===== config.mk =====
export PLATFORM = sky130hd
export DESIGN_NAME = traffic_sink
export DESIGN_NICKNAME = d
export VERILOG_FILES = /design/src/rtl/router_pkg.sv /design/src/rtl/traffic_sink.sv
export SDC_FILE = /design/constraint.sdc
export NUM_CORES = 1
export LEC_CHECK = 0
export CORE_ASPECT_RATIO = 1.1
export CORE_UTILIZATION = 35
export DETAILED_ROUTE_END_ITERATION = 10
export PLACE_DENSITY_LB_ADDON = 0.15
export SLEW_MARGIN = 20
export SYNTH_ARGS = -nofsm -noshare
export SYNTH_HDL_FRONTEND = slang
export SYNTH_SLANG_ARGS = --single-unit

===== constraint.sdc =====
create_clock -name clk -period 5.5 [get_ports clk]
set_input_delay 0.55 -clock clk [delete_from_list [all_inputs] [get_ports clk]]
set_output_delay 0.55 -clock clk [all_outputs]
set_load 0.02 [all_outputs]

===== src/rtl/router_pkg.sv =====
// Shared flit definitions for the traffic generator / sink pair.
// A flit is a packed union: every view starts with the same valid bit and type field.
package router_pkg;

    typedef enum logic [1:0] {
        HEAD_FLIT    = 2'd0,
        BODY_FLIT    = 2'd1,
        TAIL_FLIT    = 2'd2,
        INVALID_FLIT = 2'd3
    } FLIT_TYPE_t;

    typedef struct packed {
        logic       valid;
        FLIT_TYPE_t ftype;
        logic [7:0] xaddr;
        logic [7:0] yaddr;
    } flit_head_t;

    typedef struct packed {
        logic        valid;
        FLIT_TYPE_t  ftype;
        logic [15:0] data;
    } flit_body_t;

    typedef union packed {
        flit_head_t head;
        flit_body_t body;
    } FLIT_t;

    localparam int FLIT_SIZE = $bits(FLIT_t);

endpackage


===== src/rtl/traffic_sink.sv =====
// Downstream endpoint of a flit link: grants one packet at a time, checks HEAD/BODY*/TAIL
// ordering, records head address and body XOR checksum, and counts good packets and errors.
module traffic_sink
    import router_pkg::*;
#(
    parameter int BODY_COUNT = 1,
    parameter int CNT_W      = 16,
    parameter int TIMEOUT    = 64
) (
    input  logic             clk,
    input  logic             reset,
    input  logic             i_enable,
    input  logic             i_transmit,
    output logic             o_send,
    input  FLIT_t            i_flit,
    output logic             o_pkt_done,
    output logic             o_err,
    output logic [CNT_W-1:0] o_pkt_count,
    output logic [CNT_W-1:0] o_err_count,
    output logic [7:0]       o_last_xaddr,
    output logic [7:0]       o_last_yaddr,
    output logic [15:0]      o_last_csum,
    output logic             o_busy
);

    localparam int BC_W  = $clog2(BODY_COUNT + 1);
    localparam int TMO_W = $clog2(TIMEOUT);

    typedef enum logic [2:0] {
        S_IDLE,
        S_WAIT_HEAD,
        S_RECV_BODY,
        S_WAIT_TAIL,
        S_DRAIN
    } state_t;

    state_t            state_q, state_d;
    logic [BC_W-1:0]   body_cnt_q, body_cnt_d;
    logic [TMO_W-1:0]  tmo_q, tmo_d;
    logic [15:0]       csum_q, csum_d;
    logic [7:0]        xtmp_q, xtmp_d, ytmp_q, ytmp_d;
    logic              pkt_done_q, pkt_done_d;
    logic              err_q, err_d;
    logic [CNT_W-1:0]  pkt_cnt_q, pkt_cnt_d;
    logic [CNT_W-1:0]  err_cnt_q, err_cnt_d;
    logic [7:0]        last_x_q, last_x_d, last_y_q, last_y_d;
    logic [15:0]       last_csum_q, last_csum_d;

    logic       accepted;
    FLIT_TYPE_t ftype;
    logic       tmo_hit;
    logic       raise_err;

    assign accepted = i_flit.head.valid;
    assign ftype    = i_flit.head.ftype;
    assign tmo_hit  = (tmo_q == TMO_W'(TIMEOUT - 1));
    // Grant is combinational so the generator sees it in the same cycle it requests.
    assign o_send   = (state_q == S_IDLE) && i_enable && i_transmit && !reset;

    // NOTE: every signal assigned here gets a default first, so no path leaves one unassigned (no latches).
    always_comb begin
        state_d     = state_q;
        body_cnt_d  = body_cnt_q;
        tmo_d       = tmo_q;
        csum_d      = csum_q;
        xtmp_d      = xtmp_q;
        ytmp_d      = ytmp_q;
        pkt_done_d  = 1'b0;
        err_d       = 1'b0;
        pkt_cnt_d   = pkt_cnt_q;
        err_cnt_d   = err_cnt_q;
        last_x_d    = last_x_q;
        last_y_d    = last_y_q;
        last_csum_d = last_csum_q;
        raise_err   = 1'b0;

        if (state_q == S_IDLE) begin
            body_cnt_d = '0;
            csum_d     = '0;
            tmo_d      = '0;
            if (o_send) state_d = S_WAIT_HEAD;
        end else if (accepted) begin
            // An accepted flit always wins over a coincident timeout.
            tmo_d = '0;
            case (state_q)
                S_WAIT_HEAD: begin
                    if (ftype == HEAD_FLIT) begin
                        xtmp_d  = i_flit.head.xaddr;
                        ytmp_d  = i_flit.head.yaddr;
                        state_d = S_RECV_BODY;
                    end else begin
                        raise_err = 1'b1;
                        state_d   = S_DRAIN;
                    end
                end
                S_RECV_BODY: begin
                    if (ftype == BODY_FLIT) begin
                        csum_d     = csum_q ^ i_flit.body.data;
                        body_cnt_d = body_cnt_q + BC_W'(1);
                        if (body_cnt_q == BC_W'(BODY_COUNT - 1)) state_d = S_WAIT_TAIL;
                    end else begin
                        raise_err = 1'b1;
                        state_d   = S_DRAIN;
                    end
                end
                S_WAIT_TAIL: begin
                    if (ftype == TAIL_FLIT) begin
                        last_x_d    = xtmp_q;
                        last_y_d    = ytmp_q;
                        last_csum_d = csum_q;
                        pkt_done_d  = 1'b1;
                        if (pkt_cnt_q != '1) pkt_cnt_d = pkt_cnt_q + CNT_W'(1);
                        state_d = S_IDLE;
                    end else begin
                        raise_err = 1'b1;
                        state_d   = S_DRAIN;
                    end
                end
                default: begin
                    if (ftype == TAIL_FLIT) state_d = S_IDLE;
                end
            endcase
        end else if (tmo_hit) begin
            // Timeout while draining is a silent recovery, not a second error.
            raise_err = (state_q != S_DRAIN);
            state_d   = S_IDLE;
        end else begin
            tmo_d = tmo_q + TMO_W'(1);
        end

        if (raise_err) begin
            err_d = 1'b1;
            if (err_cnt_q != '1) err_cnt_d = err_cnt_q + CNT_W'(1);
        end
    end

    // NOTE: sequential state uses non-blocking assignments so all flops update together at the edge.
    always_ff @(posedge clk) begin
        if (reset) begin
            state_q     <= S_IDLE;
            body_cnt_q  <= '0;
            tmo_q       <= '0;
            csum_q      <= '0;
            xtmp_q      <= '0;
            ytmp_q      <= '0;
            pkt_done_q  <= 1'b0;
            err_q       <= 1'b0;
            pkt_cnt_q   <= '0;
            err_cnt_q   <= '0;
            last_x_q    <= '0;
            last_y_q    <= '0;
            last_csum_q <= '0;
        end else begin
            state_q     <= state_d;
            body_cnt_q  <= body_cnt_d;
            tmo_q       <= tmo_d;
            csum_q      <= csum_d;
            xtmp_q      <= xtmp_d;
            ytmp_q      <= ytmp_d;
            pkt_done_q  <= pkt_done_d;
            err_q       <= err_d;
            pkt_cnt_q   <= pkt_cnt_d;
            err_cnt_q   <= err_cnt_d;
            last_x_q    <= last_x_d;
            last_y_q    <= last_y_d;
            last_csum_q <= last_csum_d;
        end
    end

    assign o_pkt_done   = pkt_done_q;
    assign o_err        = err_q;
    assign o_pkt_count  = pkt_cnt_q;
    assign o_err_count  = err_cnt_q;
    assign o_last_xaddr = last_x_q;
    assign o_last_yaddr = last_y_q;
    assign o_last_csum  = last_csum_q;
    assign o_busy       = (state_q != S_IDLE);

endmodule


==> Yosys cells after proc, flatten, opt, wreduce, memory -nomap -nowiden <==
Cells that the tools add are included.
{ "classes": {"bitwise_logic": 4, "addsub": 4, "eq_ne": 12, "reduce_logical": 17, "mux": 19} }
{ "op_table": {"columns": ["cell", "n"], "rows": [
  ["adder 16 x 1 -> 16 bit, second input constant", 2],
  ["!= test 16 bit, second input constant", 2],
  ["two-way mux 3 bit", 9],
  ["bitwise XOR 16 bit", 1],
  ["AND reduction 4 bit", 3],
  ["case mux 3 bit (3 select lines)", 1],
  ["two-way mux 1 bit", 8],
  ["adder 6 x 1 -> 6 bit, second input constant", 1],
  ["== test 3 x 2 -> 1 bit, second input constant", 2],
  ["== test 6 bit, second input constant", 1],
  ["!= test 6 x 1 -> 1 bit, second input constant", 1],
  ["nonzero test 3 bit", 2],
  ["!= test 5 bit, second input constant", 1],
  ["AND reduction 5 bit", 1],
  ["OR reduction 4 bit", 1],
  ["== test 3 x 1 -> 1 bit, second input constant", 1],
  ["logical AND 1 bit", 3],
  ["zero test 3 bit", 1],
  ["!= test 3 bit, second input constant", 1],
  ["inverter 1 bit", 3],
  ["case mux 1 bit (3 select lines)", 1],
  ["AND reduction 3 bit", 1],
  ["OR reduction 3 bit", 1],
  ["== test 2 x 1 -> 1 bit, second input constant", 1],
  ["other kinds (7)", 7]
]} }
{ "totals": {"word_cells": 69, "ff_bits": 108, "output_inout_bits": 68, "inputBits": 23} }

==> Logic depth before layout (Yosys ltp) <==
Gate-level depths: netlist of run 1.
{ "depth": {"word_depth": 6, "ltp_mapped": 8, "depth_no_buf": 6} }

==> Least setup slack after synthesis of run 1 <==
Ideal clock, no wire load.
{ "synth_path": {"kind": "input -> register", "start": "input i_flit[16] in the netlist's numbering", "end": "register pkt_cnt_q[11] (netlist: o_pkt_count[11])", "path_stages": 6, "setup_time_ns": 0.128, "t_required_ns": 5.372, "path_buffers": 1, "arrival_ns": 2.143, "path_slack_ns": 3.230, "path_cell_list": "or3b_1 buf_2 or4_4 a2111oi_2 xnor2_1 nor2_1"} }
{ "synth_via": {"elab_chain_len": 2} }
{ "synth_rtl": {"columns": ["element", "line", "rtl"], "rows": [
  ["start, declared", "traffic_sink.sv:15", "input FLIT_t i_flit,"],
  ["== test 2 bit", "traffic_sink.sv:107", "if (ftype == TAIL_FLIT) begin"],
  ["AND reduction 5 bit (no line)", null, null],
  ["end signal, assigned", "traffic_sink.sv:162", "pkt_cnt_q <= pkt_cnt_d;"],
  ["end, declared", "traffic_sink.sv:44", "logic [CNT_W-1:0] pkt_cnt_q, pkt_cnt_d;"]
]} }
No other way between the ends.
A chain may end at the register's enable or synchronous reset.

==> Worst setup path in the final report of run 1 <==
{ "layout_path": {"start": "input reset", "end": "output o_send"} }
{ "layout_via": {"elab_chain_len": 2} }
{ "layout_rtl": {"columns": ["element", "line", "rtl"], "rows": [
  ["start, declared", "traffic_sink.sv:11", "input logic reset,"],
  ["zero test 1 bit", "traffic_sink.sv:58", "assign o_send = (state_q == S_IDLE) && i_enable && i_transmit && !reset;"],
  ["logical AND 1 bit", "traffic_sink.sv:58", null],
  ["end, declared", "traffic_sink.sv:14", "output logic o_send,"]
]} }
No other way between the ends.

==> results of run 1 <==
==> logic make-up after synthesis <==
logic type,synth area share
AO/OA/AOI/OAI,0.123
flip-flops,0.481
AND/OR/NAND/NOR,0.278
XOR/XNOR,0.0644
adder cells (fa/ha/maj),0.00836
buffers and inverters,0.0329
multiplexers,0.0120
==> path summary, 6_finish.rpt <==
kind	endpoint	slack (ns)	cells past startpoint
worst max-delay path	o_send	2.79	4
worst min-delay path	o_last_xaddr[1]	0.46	2
worst max register to register	o_err_count[12]	3.05	6
worst min register to register	o_last_xaddr[1]	0.46	2
==> metal layers <==
metal	up-vias	routed length, um	GRT usage	part of all wire
met3	13	444	0.0394	0.040
met5	-	0	0	0
met4	0	157	0.0542	0.014
li1	2035	-	-	-
met2	70	5120	0.284	0.46
met1	1882	5300	0.234	0.48
==> synth_stat cells, types with 3 or more instances <==
cell type | instances | area (um2)
a2111oi_0 | 3 | 26.3
a21oi_1 | 67 | 335
and4_1 | 3 | 26.3
clkbuf_1 | 27 | 101
dfxtp_1 | 108 | 2160
ha_1 | 3 | 37.5
inv_1 | 7 | 26.3
mux2_2 | 3 | 33.8
nand2_1 | 129 | 484
nand2b_1 | 5 | 31.3
nand3_1 | 16 | 80.1
nand4_1 | 11 | 68.8
nor2_1 | 48 | 180
nor2b_1 | 4 | 25.0
nor3_1 | 14 | 70.1
nor4_1 | 9 | 56.3
o21ai_0 | 11 | 55.1
o31ai_1 | 3 | 22.5
or2_2 | 4 | 25.0
or3_1 | 9 | 56.3
or4_1 | 8 | 60.1
xnor2_1 | 11 | 96.3
xor2_1 | 22 | 193
==> through the flow <==
stage	hold WS, ns	std cells	cell area [um2]
global route	0.472	790	5840
CTS	0.458	790	5840
floorplan	0.432	553	4490
detailed placement	0.447	774	5510
global placement	0.439	774	5510
finish	0.455	790	5840
==> power by group <==
| part | total, mW | leakage, nW | internal (mW) | switching (mW) |
|---|---|---|---|---|
| clock | 0.704 | 0.156 | 0.403 | 0.301 |
| combinational | 0.0563 | 0.803 | 0.0235 | 0.0329 |
| sequential | 0.786 | 0.870 | 0.783 | 0.00276 |
==> worst register-to-register path: stages, from the launching register on <==
cell and delay [ns]:
dfxtp_1 0.37, ha_1 0.24, nand2_1 0.10, or4_1 0.50, o21a_1 0.36, nor4_1 0.40
mux2_2 0.38
==> area by class of cell <==
class / count / area share
inverters: 7 / 0.00450
well taps: 157 / 0.0337
flip-flops and latches: 108 / 0.370
clock inverters: 7 / 0.0169
repair buffers: 95 / 0.160
clock buffers: 9 / 0.0386
multi-input cells: 407 / 0.376
==> sequential cells by signal (all words and copies together), names as in the netlist, 3 cells and up <==
signal        cells
csum_q           16
o_err_count      16
o_last_csum      16
o_last_xaddr      8
o_last_yaddr      8
o_pkt_count      16
state_q           3
tmo_q             6
xtmp_q            8
ytmp_q            8
==> out/qor.txt, run 1 <==
Seq. cell area -> 2160 um2
Most common cell after layout, fill and taps aside -> nand2_1
FF+latch count, synth -> 108
Antenna Nets Post-Route -> 0
CTS root buffer -> clkbuf_16
Via count -> 4000
DR WL/cell -> 14.0 um
Htree depth -> 3
Initial antenna violation count -> 0
Mapped Cells -> 553
Crit path capture type -> primary output
Required @ worst endpoint -> 4.95 ns
Leakage -> 1.83 nW
Initial Util -> 0.358
TritonCTS Buffers -> 9
Largest net degree at the start of global routing -> 91
Fmax -> 370 MHz
Final Max Tran Viols -> 0
Crit Path Category -> in -> out
Worst path cell trace -> buf_2 -> buf_4 -> nor3_1 -> clkdlybuf4s50_1
Slew HR -> 0.317
Most frequent cells in the layout -> nand2_1 (129), dfxtp_1 (108), clkdlybuf4s50_1 (89)
Core Region -> 12500 um2
Via density -> 5.06
Die area -> 13300 um2
Overall power -> 1.55 mW
Avg Cell Area, Syn -> 8.12 um2
FP Rows -> 43
Worst path max stage delay -> 0.70 ns
Netlist Area Pre-Place -> 4490 um2
Final Critical Period -> 2.71 ns
Place WS -> 2.42 ns
Final Setup Violations -> 0
Port bufs -> 90
Yosys synthesis warning count -> 0
Async set-reset flop share out of synthesis -> 0
Reg2reg start -> tmo_q[0]
Clock buffer depth -> 2
CTS tree -> yes
Tot GR Track Use -> 0.177
P per Cell Area -> 265 nW/um2
Hold_buf cts -> 0
Crit-path leading delay family -> buffers and inverters
Area occupied by multi-input gates -> 2190 um2
Final Core Density -> 0.466
First-pass GRT wire length -> 18.5 mm
WP buf/inv -> 3
CP startpoint -> reset
Area Overhead vs Synth -> 30.0%
Maximum vdd drop -> 0.000148 V
Setup WS post-layout -> 2.79 ns
GRT overflow -> 0
Fin Setup TNS -> 0 ns
Nets@finish -> 654
# DRC -> 0
Status -> finished clean
Critical path's slowest cell -> buf_4
Layout cells sized above 1 -> 0.0569
Post-CTS setup buffer count -> 0
Number of synthesized flops with an enable pin -> 0
Worst hold path startpoint -> xtmp_q[1]
Crit path DAT -> 2.16 ns
Synth cell types -> 45
Die X -> 110 um
Post-CTS sizing -> 0
MaxCap Viol Count -> 0
Dominant synthesized flop cell -> dfxtp_1
CP Launch Type -> primary input
WL final -> 11.0 mm
Worst Skew -> 0.00877 ns
Final Hold Viols -> 0
Fillers -> 1293
N_diodes -> 0
Tightest Hold Check Type -> reg -> reg
CTS clk-pin slew, worst paths -> 0.07 ns
Tcrit/Tclk final -> 0.492
Routability congestion estimate from global placement -> 0.805
Crit-path max FO -> 90
Synthesized net count -> 579
Dpl hpwl -> 7.61 mm
Initial DRC Count -> 219
Vias in the first global route -> 3858
Chip height -> 121 um
Num ports -> 91
Worst-margin pin slew -> 1.02 ns
DR pass1 iterations -> 6
Clock sink count -> 108
RSZ-0062 raised after global routing -> no
Clock Latency Late Sink -> 0.34 ns
Sequential share of the synthesized area -> 0.481
Note: power is estimated with default switching activity, not from simulation.
==> run 2, diff against run 1 <==
clock period = 2.3 ns   (was 5.5 ns; I/O delays follow)
==> out/qor.txt, run 2 (synthesized netlist as in run 1, its figures left out) <==
Via count -> 4117 (+2.9%)
First-pass GRT wire length -> 18.7 mm (+1.0%)
Tot GR Track Use -> 0.180 (+0.00290)
Hold EP -> o_last_csum[15]
Fin Setup TNS -> 0 ns (unchanged)
Die area -> 13300 um2 (unchanged)
Most frequent cells in the layout -> nand2_1 (129), dfxtp_1 (108), clkdlybuf4s50_1 (88)
Maximum vdd drop -> 0.000373 V (+150%)
Crit path capture type -> flip-flop
Fin Hold WS -> 0.124 ns (-0.331 ns)
Largest net degree at the start of global routing -> 60 (-34%)
RSZ-0062 raised after global routing -> no
Final Critical Period -> 2.14 ns
Final Setup Violations -> 0 (unchanged)
Die X -> 110 um (unchanged)
CTS root buffer -> clkbuf_16
Routability congestion estimate from global placement -> 0.807 (+0.29%)
Hold depth -> 2 (unchanged)
P per Cell Area -> 592 nW/um2 (+120%)
FP Rows -> 43 (unchanged)
Crit-path leading delay family -> simple AND/OR/NAND/NOR gates
Num ports -> 91 (unchanged)
Worst Skew -> 0.00973 ns (+0.000961 ns)
Fmax -> 466 MHz
Tcrit/Tclk final -> 0.932
CTS clk-pin slew, worst paths -> 0.07 ns (about the same)
CTS tree -> yes
# DRC -> 0 (unchanged)
TritonCTS Buffers -> 9 (unchanged)
Reg2reg setup slack -> 0.16 ns (-2.89 ns)
WL final -> 11.4 mm (+3.0%)
CP Launch Type -> flip-flop
Layout cells sized above 1 -> 0.0815 (+0.0247)
Worst R2R Path Depth -> 6 (unchanged)
WP buf/inv -> 0 (-3)
Chip height -> 121 um (unchanged)
Worst hold path startpoint -> reset
N_diodes -> 0 (unchanged)
DR WL/cell -> 14.1 um (+0.88%)
DR pass1 iterations -> 4 (-2)
Clock Latency Late Sink -> 0.35 ns (about the same)
Slew HR -> 0.579 (+0.262)
RR Endpoint -> o_err_count[13]
Post-CTS setup buffer count -> 0 (unchanged)
MaxCap Viol Count -> 0 (unchanged)
Final Max Tran Viols -> 0 (unchanged)
Initial DRC Count -> 179 (-18%)
Port bufs -> 90 (unchanged)
Reg2reg start -> tmo_q[0]
Required @ worst endpoint -> 2.54 ns (-2.41 ns)
Worst-margin pin slew -> 0.632 ns (-0.387 ns)
Crit path DAT -> 2.38 ns (+0.22 ns)
Final Hold Viols -> 0 (unchanged)
Core Region -> 12500 um2 (unchanged)
Worst path max stage delay -> 0.52 ns (-0.18 ns)
Initial Util -> 0.358 (unchanged)
Htree depth -> 3 (unchanged)
Via density -> 5.10 (+0.76%)
Vias in the first global route -> 3856 (-0.052%)
Tightest Hold Check Type -> in -> reg
Initial antenna violation count -> 0 (unchanged)
Status -> finished clean
Placed Cells incl. Taps -> 791 (+2.2%)
Dpl hpwl -> 8.08 mm (+6.2%)
Crit-path max FO -> 10 (-89%)
CP startpoint -> tmo_q[0]
GRT overflow -> 0 (unchanged)
Antenna Nets Post-Route -> 0 (unchanged)
Nets@finish -> 671 (+2.6%)
Leakage -> 1.90 nW (+3.8%)
Critical path's slowest cell -> or4_1
Most common cell after layout, fill and taps aside -> nand2_1
Worst path cell trace -> ha_1 -> nand2_1 -> or4_1 -> o21a_4 -> nor4_1 -> mux2_2
Final Core Density -> 0.474 (+0.00868)
Fin cells -> 807 (+2.2%)
Crit Path Category -> reg -> reg
Area Overhead vs Synth -> 32.4%
Clock sink count -> 108 (unchanged)
Clock buffer depth -> 2 (unchanged)
run 2: final cells by class:
cell class                 instances  area (um2)
clock buffer                      11         243
clock inverter                     5        42.5
fill                            1250        6590
inverter                           7        26.3
multi-input combinational        407        2200
sequential                       108        2160
tap                              157         196
timing repair buffer             112        1070
run 2: repair_timing:
action | 4_1_cts | 5_1_grt
gates cloned | 0 | 0
hold buffers | 0 | 0
hold endpoints to repair | 0 | 0
setup endpoints to repair | 1 | 14
gates resized for setup | 1 | 4
run 2: layer usage:
layer,vias to the layer above,global-route usage,part of all wire,wire length (um)
li1,2083,-,-,-
met2,88,0.288,0.47,5390
met4,0,0.0642,0.013,152
met3,12,0.0361,0.041,465
met1,1934,0.237,0.47,5360
met5,-,0,0,0
run 2: through the flow:
step           area, um2  setup slack [ns]  power (mW)
2_1_floorplan       4490             0.161        1.99
3_3_place_gp        5650            -0.115        2.07
3_5_place_dp        5650            -0.121        2.08
4_1_cts             5940            0.0485        3.56
5_1_grt             5950            0.0203        3.67
6_report            5950             0.155        3.52
run 2: where the power goes:
| part | switching, mW | leakage, nW | internal [mW] |
|---|---|---|---|
| Clock | 0.709 | 0.137 | 0.779 |
| Sequential | 0.00490 | 0.870 | 1.87 |
| Combinational | 0.0863 | 0.892 | 0.0681 |
run 2: worst max path at each step:
stage | slack [ns] | cells past startpoint | endpoint
after detailed placement | -0.12 | 6 | o_pkt_count[11]
after floorplan | 0.16 | 7 | o_pkt_count[11]
after CTS | 0.05 | 6 | o_err_count[13]
final | 0.16 | 6 | o_err_count[13]
after global routing | 0.02 | 6 | o_err_count[13]
after global placement | -0.11 | 6 | o_pkt_count[13]
==> run 3, diff against run 2 <==
--- a/config.mk
+++ b/config.mk
@@ -11,2 +11,3 @@
 export PLACE_DENSITY_LB_ADDON = 0.15
+export SKIP_CTS_REPAIR_TIMING = 1
 export SLEW_MARGIN = 20
==> constraint.sdc (replaced) <==
create_clock -name clk -period 2.3 [get_ports clk]
set_input_delay 0.345 -clock clk [delete_from_list [all_inputs] [get_ports clk]]
set_output_delay 0.345 -clock clk [all_outputs]
set_load 0.02 [all_outputs]
==> out/qor.txt, run 3 (synthesized netlist as in run 1, its figures left out) <==
# DRC -> 0 (unchanged)
Sequential power share -> 0.532 (-0.002)
Routability congestion estimate from global placement -> 0.797 (-1.3%)
Largest net degree at the start of global routing -> 57 (-5.0%)
Worst path max stage delay -> 0.59 ns (+0.07 ns)
Htree depth -> 3 (unchanged)
WL final -> 11.1 mm (-2.2%)
Final Hold Viols -> 0 (unchanged)
Clock Latency Late Sink -> 0.34 ns (about the same)
Fin cells -> 809 (+0.25%)
Initial Util -> 0.358 (unchanged)
Die X -> 110 um (unchanged)
Chip height -> 121 um (unchanged)
Tcrit/Tclk final -> 0.956 (+0.0235)
Int Power -> 2.71 mW (-0.44%)
Worst path cell trace -> clkdlybuf4s50_1 -> or3b_1 -> or4_4 -> a2111oi_2 -> xnor2_1 -> nor2_1
Critical path's slowest cell -> or4_4
Nets@finish -> 673 (+0.30%)
Fillers -> 1262 (+0.96%)
RSZ-0062 raised after global routing -> no
Clock power frac -> 0.424 (about the same)
Final Max Tran Viols -> 0 (unchanged)
Layout cells sized above 1 -> 0.0905 (+0.00895)
Dpl hpwl -> 7.97 mm (-1.3%)
Crit-path leading delay family -> simple AND/OR/NAND/NOR gates
Crit Path Category -> in -> reg
Crit path DAT -> 2.42 ns (+0.04 ns)
Via count -> 4052 (-1.6%)
Worst-margin pin slew -> 0.588 ns (-0.0443 ns)
Finished Cell Area -> 5990 um2 (+0.74%)
Tightest Hold Check Type -> reg -> reg
Crit-path max FO -> 5 (-5)
CTS root buffer -> clkbuf_16
First-pass GRT wire length -> 18.6 mm (-0.70%)
Vias in the first global route -> 3854 (-0.052%)
TritonCTS Buffers -> 9 (unchanged)
CP Launch Type -> primary input
Crit path capture type -> flip-flop
Initial antenna violation count -> 0 (unchanged)
Placed cell areas -> 5690 um2 (+0.71%)
Fmax -> 455 MHz (-2.5%)
DR WL/cell -> 13.7 um (-2.4%)
Port bufs -> 90 (unchanged)
Most frequent cells in the layout -> nand2_1 (129), dfxtp_1 (106), clkdlybuf4s50_1 (88)
Leakage -> 1.93 nW (+1.8%)
Slew HR -> 0.608 (+0.0295)
FP Rows -> 43 (unchanged)
Placed Cells incl. Taps -> 793 (+0.25%)
DR pass1 iterations -> 4 (unchanged)
Clock sink count -> 108 (unchanged)
P per Cell Area -> 590 nW/um2 (-0.42%)
CTS clk-pin slew, worst paths -> 0.07 ns (about the same)
Die area -> 13300 um2 (unchanged)
MaxCap Viol Count -> 0 (unchanged)
Required @ worst endpoint -> 2.52 ns (-0.02 ns)
Tot GR Track Use -> 0.178 (-0.00164)
Via density -> 5.01 (-1.8%)
Core Region -> 12500 um2 (unchanged)
Sw frac -> 0.233 (+0.00582)
Part of the power in combinational logic -> 0.044 (about the same)
Final Critical Period -> 2.20 ns (+0.0540 ns)
P_sw -> 823 uW (+2.9%)
Initial DRC Count -> 203 (+13%)
Final Setup Violations -> 0 (unchanged)
Most common cell after layout, fill and taps aside -> nand2_1
Worst Skew -> 0.0135 ns (+0.00377 ns)
Antenna Nets Post-Route -> 0 (unchanged)
Num ports -> 91 (unchanged)
WP buf/inv -> 1 (+1)
GRT overflow -> 0 (unchanged)
Maximum vdd drop -> 0.000307 V (-18%)
Area Overhead vs Synth -> 33.4%
Clock buffer depth -> 2 (unchanged)
CTS tree -> yes
N_diodes -> 0 (unchanged)
Status -> finished clean
run 3: changes by cell type in the layout (fill, tap and decap cells not counted), sizes merged:
cell,delta
clkinv,+1
buf,+2
clkinvlp,-1
dlygate4sd2,-1
dlymetal6s2s,+1
inv,+2
clkbuf,-2
run 3: worst min-delay path, cell delays in order, from the launching register on:
cell     delay [ns]
dfxtp_1        0.31
nand2_1        0.05
a21oi_1        0.05
run 3: routing by layer:
layer	wire (um)	up-vias	GRT usage
met5	0	-	0
met4	85	0	0.0550
met3	443	6	0.0350
met2	5300	80	0.284
met1	5280	1878	0.240
li1	-	2088	-
run 3: layout make-up:
cell class	instances	area, um2	share of cell area
Inverter	7	26.3	0.00439
Multi-Input combinational cell	407	2200	0.367
Tap cell	157	196	0.0328
Clock inverter	7	62.6	0.0104
Sequential cell	108	2160	0.361
Clock buffer	9	225	0.0376
Timing Repair Buffer	114	1120	0.186
run 3: worst paths after layout:
path	start	end	slack, ns	depth (start not counted)
max reg2reg	tmo_q[0]	o_err_count[15]	0.11	7
min	xtmp_q[4]	o_last_xaddr[4]	0.45	2
max	i_flit[16]	o_pkt_count[11]	0.10	6
min reg2reg	xtmp_q[4]	o_last_xaddr[4]	0.45	2
run 3: stage by stage:
step	power, mW	setup WS, ns	utilization	TNS (ns)	hold WS (ns)
after global routing	3.68	0.00187	0.478	0	0.471
final	3.53	0.101	0.478	0	0.453
after detailed placement	2.08	-0.278	0.454	-3.89	0.442
after global placement	2.08	-0.234	0.454	-3.37	0.442
after floorplan	1.99	0.161	-	0	0.432
after CTS	3.58	-0.129	0.477	-0.129	0.454
run 3: power by group through the flow:
stage	Sequential [mW]	Clock (mW)	Combinational, mW
after global routing	1.88	1.62	0.173
final	1.88	1.50	0.157
after CTS	1.88	1.54	0.159
after detailed placement	1.92	0	0.158
after floorplan	1.92	0	0.0685
after global placement	1.92	0	0.157
